[src/rtl/bcd_disp_pkg.sv]
// Shared types and active-low segment patterns for the BCD display path.
package bcd_disp_pkg;

  // Segment vector ordered {g,f,e,d,c,b,a}, active-low.
  typedef logic [6:0] seg_t;

  // Phase within a digit slot.
  typedef enum logic {
    PH_GUARD = 1'b0,
    PH_DRIVE = 1'b1
  } phase_e;

  localparam seg_t SEG_0     = 7'h40;
  localparam seg_t SEG_1     = 7'h79;
  localparam seg_t SEG_2     = 7'h24;
  localparam seg_t SEG_3     = 7'h30;
  localparam seg_t SEG_4     = 7'h19;
  localparam seg_t SEG_5     = 7'h12;
  localparam seg_t SEG_6     = 7'h02;
  localparam seg_t SEG_7     = 7'h78;
  localparam seg_t SEG_8     = 7'h00;
  localparam seg_t SEG_9     = 7'h10;
  localparam seg_t SEG_DASH  = 7'h3F;
  localparam seg_t SEG_BLANK = 7'h7F;

endpackage

[src/rtl/bcd_seg_scanner_if.sv]
// Display bus: packed BCD digits and controls in, multiplexed display pins out.
// master = digit source side, slave = scanner side.
interface bcd_seg_scanner_if
  import bcd_disp_pkg::*;
#(
  parameter int NUM_DIGITS = 4
);

  logic [4*NUM_DIGITS-1:0] digits;
  logic [NUM_DIGITS-1:0]   dp_in;
  logic                    en;
  logic [NUM_DIGITS-1:0]   an;
  seg_t                    seg;
  logic                    dp;
  logic                    frame_tick;

  modport master (
    output digits, dp_in, en,
    input  an, seg, dp, frame_tick
  );

  modport slave (
    input  digits, dp_in, en,
    output an, seg, dp, frame_tick
  );

endinterface

[src/rtl/bcd_to_seg.sv]
// Combinational BCD to active-low 7-segment decoder; codes 10..15 show a dash.
module bcd_to_seg
  import bcd_disp_pkg::*;
(
  input  logic [3:0] i_bcd,
  output seg_t       o_seg
);

  // Digit pattern lookup
  always_comb begin
    o_seg = SEG_DASH;
    case (i_bcd)
      4'd0:    o_seg = SEG_0;
      4'd1:    o_seg = SEG_1;
      4'd2:    o_seg = SEG_2;
      4'd3:    o_seg = SEG_3;
      4'd4:    o_seg = SEG_4;
      4'd5:    o_seg = SEG_5;
      4'd6:    o_seg = SEG_6;
      4'd7:    o_seg = SEG_7;
      4'd8:    o_seg = SEG_8;
      4'd9:    o_seg = SEG_9;
      default: o_seg = SEG_DASH;
    endcase
  end

endmodule

[src/rtl/bcd_seg_scanner.sv]
// Time-multiplexed common-anode 7-segment driver. Captures all digits once per
// frame, then lights one digit per slot after a guard interval with anodes off.
// Optional feature: define LEADING_ZERO_BLANK_EN to blank leading zero digits.
module bcd_seg_scanner
  import bcd_disp_pkg::*;
#(
  parameter int NUM_DIGITS   = 4,
  parameter int SCAN_DIV     = 100000,
  parameter int GUARD_CYCLES = 1000
) (
  input  logic              clk,
  input  logic              rst,
  bcd_seg_scanner_if.slave  bus
);

  localparam int CNT_W = $clog2(SCAN_DIV);
  localparam int IDX_W = (NUM_DIGITS > 1) ? $clog2(NUM_DIGITS) : 1;
  localparam logic [CNT_W-1:0] CNT_LAST = CNT_W'(SCAN_DIV - 1);
  localparam logic [IDX_W-1:0] IDX_LAST = IDX_W'(NUM_DIGITS - 1);

  logic [CNT_W-1:0]        r_cnt;
  logic [IDX_W-1:0]        r_idx;
  logic [4*NUM_DIGITS-1:0] r_snap_d;
  logic [NUM_DIGITS-1:0]   r_snap_dp;
  logic                    r_post_rst;
  logic [NUM_DIGITS-1:0]   r_an;
  seg_t                    r_seg;
  logic                    r_dp;
  logic                    r_frame_tick;

  logic                    w_slot_end;
  logic                    w_load;
  logic [3:0]              w_cur_d;
  logic                    w_cur_dp;
  logic [NUM_DIGITS-1:0]   w_an_sel;
  seg_t                    w_dec;
  phase_e                  w_phase;
  logic                    w_blank;
  logic                    w_drive;

  assign w_slot_end = (r_cnt == CNT_LAST);
  // Load at the last cycle of the last slot, or on the first edge out of reset.
  assign w_load     = r_post_rst || (w_slot_end && (r_idx == IDX_LAST));

  // Slot counter and digit index
  always_ff @(posedge clk) begin
    if (rst) begin
      r_cnt <= '0;
      r_idx <= '0;
    end else if (w_slot_end) begin
      r_cnt <= '0;
      r_idx <= (r_idx == IDX_LAST) ? '0 : r_idx + 1'b1;
    end else begin
      r_cnt <= r_cnt + 1'b1;
    end
  end

  // Frame snapshot of digits/dp and the load strobe
  always_ff @(posedge clk) begin
    if (rst) begin
      r_snap_d     <= '0;
      r_snap_dp    <= '0;
      r_post_rst   <= 1'b1;
      r_frame_tick <= 1'b0;
    end else begin
      r_post_rst   <= 1'b0;
      r_frame_tick <= w_load;
      if (w_load) begin
        r_snap_d  <= bus.digits;
        r_snap_dp <= bus.dp_in;
      end
    end
  end

  // Select the current digit from the snapshot and its anode pattern
  always_comb begin
    w_cur_d  = '0;
    w_cur_dp = 1'b0;
    w_an_sel = '1;
    for (int unsigned k = 0; k < NUM_DIGITS; k++) begin
      if (r_idx == IDX_W'(k)) begin
        w_cur_d     = r_snap_d[4*k +: 4];
        w_cur_dp    = r_snap_dp[k];
        w_an_sel[k] = 1'b0;
      end
    end
  end

  bcd_to_seg u_dec (
    .i_bcd (w_cur_d),
    .o_seg (w_dec)
  );

  generate
    if (GUARD_CYCLES == 0) begin : g_no_guard
      assign w_phase = PH_DRIVE;
    end else begin : g_guard
      assign w_phase = (r_cnt < CNT_W'(GUARD_CYCLES)) ? PH_GUARD : PH_DRIVE;
    end
  endgenerate

`ifdef LEADING_ZERO_BLANK_EN
  logic                  w_run;
  logic [NUM_DIGITS-1:0] w_lz;

  // Mark digits that sit in a run of zeros reaching the most significant digit
  always_comb begin
    w_run   = 1'b1;
    w_lz    = '0;
    for (int unsigned j = 0; j < NUM_DIGITS; j++) begin
      w_run = w_run && (r_snap_d[4*(NUM_DIGITS-1-j) +: 4] == 4'd0);
      w_lz[NUM_DIGITS-1-j] = w_run;
    end
    w_blank = 1'b0;
    for (int unsigned k = 0; k < NUM_DIGITS; k++) begin
      if (r_idx == IDX_W'(k))
        w_blank = (k != 0) && w_lz[k] && !r_snap_dp[k];
    end
  end
`else
  assign w_blank = 1'b0;
`endif

  assign w_drive = bus.en && (w_phase == PH_DRIVE) && !w_blank;

  // Registered display pins
  always_ff @(posedge clk) begin
    if (rst) begin
      r_an  <= '1;
      r_seg <= SEG_BLANK;
      r_dp  <= 1'b1;
    end else if (w_drive) begin
      r_an  <= w_an_sel;
      r_seg <= w_dec;
      r_dp  <= ~w_cur_dp;
    end else begin
      r_an  <= '1;
      r_seg <= SEG_BLANK;
      r_dp  <= 1'b1;
    end
  end

  assign bus.an         = r_an;
  assign bus.seg        = r_seg;
  assign bus.dp         = r_dp;
  assign bus.frame_tick = r_frame_tick;

endmodule

[src/flat_wrapper.sv]
// flat-port wrapper written by rule: the top's interface ports become plain ports
module bcd_seg_scanner_flat import bcd_disp_pkg::*;
#(
  parameter int NUM_DIGITS   = 4,
  parameter int SCAN_DIV     = 100000,
  parameter int GUARD_CYCLES = 1000
)
  (clk, rst, bus_digits, bus_dp_in, bus_en, bus_an, bus_seg, bus_dp, bus_frame_tick);
  bcd_seg_scanner_if #(.NUM_DIGITS(NUM_DIGITS)) bus_i ();
  input  logic clk;
  input  logic rst;
  input wire logic [$bits(bus_i.digits)-1:0] bus_digits;
  input wire logic [$bits(bus_i.dp_in)-1:0] bus_dp_in;
  input wire logic [$bits(bus_i.en)-1:0] bus_en;
  output wire logic [$bits(bus_i.an)-1:0] bus_an;
  output wire logic [$bits(bus_i.seg)-1:0] bus_seg;
  output wire logic [$bits(bus_i.dp)-1:0] bus_dp;
  output wire logic [$bits(bus_i.frame_tick)-1:0] bus_frame_tick;
  assign bus_i.digits = bus_digits;
  assign bus_i.dp_in = bus_dp_in;
  assign bus_i.en = bus_en;
  assign bus_an = bus_i.an;
  assign bus_seg = bus_i.seg;
  assign bus_dp = bus_i.dp;
  assign bus_frame_tick = bus_i.frame_tick;
  bcd_seg_scanner #(.NUM_DIGITS(NUM_DIGITS), .SCAN_DIV(SCAN_DIV), .GUARD_CYCLES(GUARD_CYCLES)) u_core (.clk(clk), .rst(rst), .bus(bus_i));
endmodule
[config.mk]
export PLATFORM = sky130hd
export DESIGN_NAME = bcd_seg_scanner_flat
export DESIGN_NICKNAME = d
export VERILOG_FILES = /design/src/rtl/bcd_disp_pkg.sv /design/src/rtl/bcd_seg_scanner_if.sv /design/src/rtl/bcd_to_seg.sv /design/src/rtl/bcd_seg_scanner.sv /design/src/flat_wrapper.sv
export SDC_FILE = /design/constraint.sdc
export NUM_CORES = 1
export LEC_CHECK = 0
export CAP_MARGIN = 25
export CORE_ASPECT_RATIO = 0.5
export CORE_UTILIZATION = 55
export CTS_BUF_LIST = sky130_fd_sc_hd__clkbuf_4
export DETAILED_ROUTE_END_ITERATION = 10
export GPL_TIMING_DRIVEN = 0
export PLACE_DENSITY_LB_ADDON = 0.25
export SYNTH_ARGS = -nofsm -noshare
export SYNTH_HDL_FRONTEND = slang
export SYNTH_SLANG_ARGS = --single-unit
[constraint.sdc]
create_clock -name clk -period 2.3 [get_ports clk]
set_input_delay 0.23 -clock clk [delete_from_list [all_inputs] [get_ports clk]]
set_output_delay 0.23 -clock clk [all_outputs]
set_load 0.02 [all_outputs]
# After elaboration in Yosys (flattened, before gate mapping)
# Memory sizes are Yosys's and may differ from the RTL's. A register that Yosys moved wholly into a read port is not among the register bits.
# Index checks and enable logic that the tools add are counted.
# classes
add_sub_neg	2
mul	0
n_div	0
n_lt_le_gt_ge	1
eq_ne	4
shifts	0
muxes	15
bitwise	2
reduce_logical	6
# op_table
op	n
$add 17x1->17 const B	1
$eq 17x17->1 const B	1
$lt 17x10->1 const B	1
$mux 4	4
$mux 1	10
$eq 2x2->1 const B	2
$reduce_or 2->1	2
$add 2x1->2 const B	1
$eq 2x1->1 const B	1
$logic_and 1x1->1	2
$logic_not 2->1	1
$mux 2	1
$not 1->1	2
$logic_or 1x1->1	1
# word_totals
ff_bits	46
latchBits	0
ram_bits	0
rom_bits	112
input_bits	23
output_inout_bits	13
wordCells	39
n_memories	1
# mem_list
memory	depth	word_bits	read_ports	rd_clocked_by_memory_dff	wr	line	rtl
(no name shown)	16	7	1	1	0	bcd_to_seg.sv:12	case (i_bcd)

# Logic depth before layout (Yosys ltp)
# depth
depth_word	6
ltp_mapped	10
depth_no_buf	9

# Hierarchy
# From an unflattened synthesis, not the netlist that was laid out.
# hier_totals
hier_cells	363
area_unflattened_um2	3030.4
# by_module_without_submodules
mod	n_inst	cells_per_inst	area_per_inst_um2	seq_area_each_um2
bcd_seg_scanner	1	332	2790.2	1061.0
bcd_to_seg	1	31	240.2	0.0

# Worst setup path before layout
# OpenSTA, ideal clock, no wires.
# synth_timing
path_kind	register to register
start	register u_core.r_idx[0]
end	register u_core.r_seg[3] (netlist: u_core.bus.seg[3])
setup_ns	0.082
t_arrival_ns	1.767
required_ns	2.218
path_slack_ns	0.451
path_stages_with_launch	9
path_buffers	1
period_less_slack_ns	1.849
cell_sequence	dfxtp_1 > inv_1 > ha_1 > buf_2 > a211oi_1 > a211o_1 > o21ai_0 > or3_1 > o2111ai_1
# synth_via
elab_chain_cells	5
word_cells_on_any_way	8
classes_between	3 x eq/ne; 4 x mux; 1 x reduce/logical
# synth_lines
item	line	rtl
start: declaration	bcd_seg_scanner.sv:22	logic [IDX_W-1:0] r_idx;
start signal: assignment	bcd_seg_scanner.sv:52	r_idx <= (r_idx == IDX_LAST) ? '0 : r_idx + 1'b1;
$logic_not 2->1	bcd_seg_scanner.sv:81	if (r_idx == IDX_W'(k)) begin
$mux 4 (3 in a row)	bcd_seg_scanner.sv:81	
$mux 4 (*)	bcd_seg_scanner.sv:81	
end: declaration	bcd_seg_scanner.sv:27	seg_t r_seg;
# Mark *: on every way between the ends. The rest lies on a longest branch, timed or not.
# A chain may end at the register's enable or synchronous reset.

# Final worst setup path
# Same ends and word-level chain as after synthesis.

==> key figures <==
Finish
  – Share of cells above drive strength 1: 8.333%
  – Area Overhead vs Synth: 20.69%
  – Layout Nets: 316
  – Fillers: 314
  – Ant. Diodes: 0

Detailed routing
  – Initial DRC Count: 82
  – Vias per cell: 5.357
  – DRT antenna net count: 0
  – Routed WL: 4.474 mm
  – Vias post-DR: 1832
  – WL/cell: 13.08 um
  – First-pass DRT Iterations: 5
  – DR DRC count: 0

Timing
  – Final setup viols: 0
  – F_max: 0.4653 GHz
  – Crit path time final: 2.149 ns
  – RSZ-0062 raised after global routing: no
  – Hold Fails Final Rpt: 0
  – Final setup skew: 0.007101 ns
  – Worst Tran Pin Value: 0.6783 ns
  – Slew HR: 54.57%
  – Tcrit/Tclk final: 93.43%
  – Count of pins over their slew limit: 0
  – Hold slack: 0.3485 ns
  – Setup_tns: 0 ns

GRT
  – M3 GR Usage: 5.714%
  – Largest net degree at the start of global routing: 16
  – GR Util met1: 25.10%
  – First-pass GRT wire length: 7.044 mm
  – Vias in the first global route: 1594
  – GR Util All Layers: 21.14%
  – Grt met2 use: 38.97%
  – Initial antenna violation count: 0
  – GRT busiest layer: met2
  – Grt ovf: 0

Placement
  – Number of I/O port buffers: 35
  – Placer Congestion: 0.7966
  – DP Wirelength: 3.287 mm

Worst hold path
  – Worst Hold End: u_core.r_post_rst$_DFF_P_
  – Hold Path Stages: 1
  – Hold Path Class: input pin to register
  – Worst Hold Launch: rst

Critical path
  – Crit path DAT: 2.45 ns
  – CP Cell Sequence: inv_1 -> ha_1 -> buf_2 -> a211oi_2 -> a211o_1 -> o21ai_0 -> or3_1 -> o2111ai_1
  – Crit path max fanout: 9
  – RR Startpoint: u_core.r_idx[0]$_SDFFE_PP0P_
  – Slowest cell on the critical path: dfxtp_1
  – R2r worst-path depth: 8
  – Crit path largest cell delay: 0.44 ns
  – Crit path kind: register to register
  – R2R setup slack: 0.15 ns
  – Critical Path RT: 2.60 ns
  – Crit. End Element: register
  – Worst reg2reg endpoint: u_core.bus.seg[3]$_SDFF_PP1_
  – CP startpoint kind: register

Job
  – Max Cap Viol: 0

Synth
  – Share of the synthesized area in the top cell type: 46.16%
  – Syn Area/Cell: 9.381 um^2
  – Post-synth ARST share: 0%
  – Syn Std Cell Area: 2298 um^2
  – Library cells used by synthesis: 43
  – Top post-synthesis cells by area: dfxtp_1 (46%), mux2i_1 (9.6%), nor2_1 (8.2%), xnor2_1 (3.4%), ha_1 (3.3%)
  – Number of synthesized register bits: 53
  – Largest area contributor in the netlist: dfxtp_1
  – Post-synthesis sequential area ratio: 46.16%
  – Synth Instances: 245
  – Post-synth EDFFs: 0
  – Ys Warns: 0
  – Dominant synthesized flop cell: dfxtp_1
  – Syn Nets: 274

Power and ir drop
  – PD cells: 542.9 nW/um^2
  – VDD IR max: 0.0003265 V
  – Leak: 1.083 nW

Clock network
  – # Post-CTS Setup Buffers: 0
  – CTS H-tree lvls: 2
  – Reg clk slew, reported paths: 0.14 ns
  – Worst-skew pair later-pin latency: 0.37 ns
  – CTS sink cnt: 53
  – Cts hold-fix bufs: 0
  – CTS tree: built
  – Clock Path Buffers: 2
  – Number of CTS-inserted buffers: 5
  – PostCTS Resize Cnt: 0
  – CTS root buf: clkbuf_4

Die
  – Initial core utilization: 58.28%
  – I/O pins: 36
  – Die area: 4457 um^2
  – Die X: 93.42 um
  – Die Y-Extent: 47.71 um
  – Core area: 3944 um^2
  – Rows: 16

Run status
  – Status: finished, final reports clean
[metal layers]
metal | vias to the layer above | part of all wire, %
li1 | 920 | -
met1 | 878 | 47
met2 | 29 | 49
met3 | 5 | 3.6
met4 | 0 | 0.78
met5 | - | 0
[worst max-delay path by stage]
| stage | from | endpoint | slack (ns) | cells after the start |
|---|---|---|---|---|
| after floorplan | u_core.r_idx[0]$_SDFFE_PP0P_ | u_core.bus.seg[3]$_SDFF_PP1_ | 0.45 | 8 |
| after global placement | u_core.r_idx[0]$_SDFFE_PP0P_ | u_core.bus.seg[1]$_SDFF_PP1_ | 0.25 | 8 |
| after detailed placement | u_core.r_idx[0]$_SDFFE_PP0P_ | u_core.bus.seg[3]$_SDFF_PP1_ | 0.15 | 8 |
| after CTS | u_core.r_idx[0]$_SDFFE_PP0P_ | u_core.bus.seg[3]$_SDFF_PP1_ | 0.12 | 8 |
| after global routing | u_core.r_idx[0]$_SDFFE_PP0P_ | u_core.bus.seg[1]$_SDFF_PP1_ | 0.03 | 9 |
| final | u_core.r_idx[0]$_SDFFE_PP0P_ | u_core.bus.seg[3]$_SDFF_PP1_ | 0.15 | 8 |
[layout by cell type (no fill, tap or decap), types with 3 or more instances in the layout]
| cell | instances |
|---|---|
| a21oi_1 | 6 |
| buf_2 | 4 |
| buf_6 | 4 |
| clkbuf_4 | 5 |
| clkdlybuf4s50_1 | 35 |
| dfxtp_1 | 53 |
| ha_1 | 6 |
| inv_1 | 8 |
| mux2i_1 | 22 |
| nand2_1 | 19 |
| nand3_1 | 7 |
| nand3b_1 | 3 |
| nor2_1 | 49 |
| nor3_1 | 4 |
| o21ai_0 | 6 |
| xnor2_1 | 9 |
| xor2_1 | 6 |
[flip-flops by register name (all words and copies together) (netlist names)]
| name | flops |
|---|---|
| u_core.bus.dp | 1 |
| u_core.r_snap_d | 16 |
| u_core.r_cnt | 17 |
| u_core.bus.seg | 7 |
| u_core.r_snap_dp | 4 |
| u_core.r_idx | 2 |
| u_core.bus.an | 4 |
| u_core.bus.frame_tick | 1 |
| u_core.r_post_rst | 1 |
[critical path: cells and delay by family, from the launching register on]
kind | cells | cell delay, ns
AOI/OAI and AO/OA | 4 | 0.83
adders and majority gates | 1 | 0.19
buffers and inverters | 2 | 0.27
DFF | 1 | 0.44
and+or+nand+nor | 1 | 0.35
[power breakdown]
part	leakage (nW)	switching (mW)	internal, mW	total [mW]
sequential	0.433	0.0169	0.946	0.963
clock	0.0300	0.280	0.111	0.392
combinational	0.620	0.0663	0.0851	0.151
total	1.08	0.364	1.14	1.51
[stage by stage]
stage                     power [mW]  worst slack [ns]  cells  cell area, um^2  utilization, %
after floorplan                1.071            0.4509    245             2298               -
after global placement         1.128            0.2542    334             2716           68.88
after detailed placement       1.132            0.1523    334             2716           68.88
after CTS                      1.515            0.1215    342             2766           70.15
after global routing           1.568           0.03250    342             2774           70.34
final                          1.506            0.1510    342             2774           70.34
[synth_stat cells, types with 2 or more instances]
master	number
and3_4	2
ha_1	6
buf_6	4
nand3b_1	3
a22o_1	2
xnor2_1	9
nand3_1	7
nor3_1	4
mux2i_1	22
and3_1	2
inv_1	8
buf_2	4
o211ai_1	2
dfxtp_1	53
a21oi_1	6
o2111ai_1	2
a211oi_1	2
nor2b_1	2
nor2_1	50
nand4_1	2
clkbuf_1	2
nor3b_1	2
xor2_1	6
o21ai_0	6
nand2_1	19
[area by class of cell]
cell class | instances | area, um^2 | share of cell area [%]
multi-input cells | 173 | 1127 | 40.64
flip-flops and latches | 53 | 1061 | 38.25
repair buffers | 35 | 350.3 | 12.63
plain buffers | 11 | 87.58 | 3.157
well taps | 54 | 67.56 | 2.436
clock buffers | 5 | 37.54 | 1.353
inverters | 8 | 30.03 | 1.083
clock inverters | 3 | 12.51 | 0.4511
[kinds of logic (layout without fill, tap and decap cells)]
kind of cell	after synthesis	in the layout	synth area share (%)
simple gates	102	102	21.12
flops	53	53	46.16
compound gates	28	28	9.037
mux	22	22	9.581
buf+inv	19	62	5.117
xor+xnor	15	15	5.716
fa+ha+maj	6	6	3.266
Power figures use the tool's default switching activity.
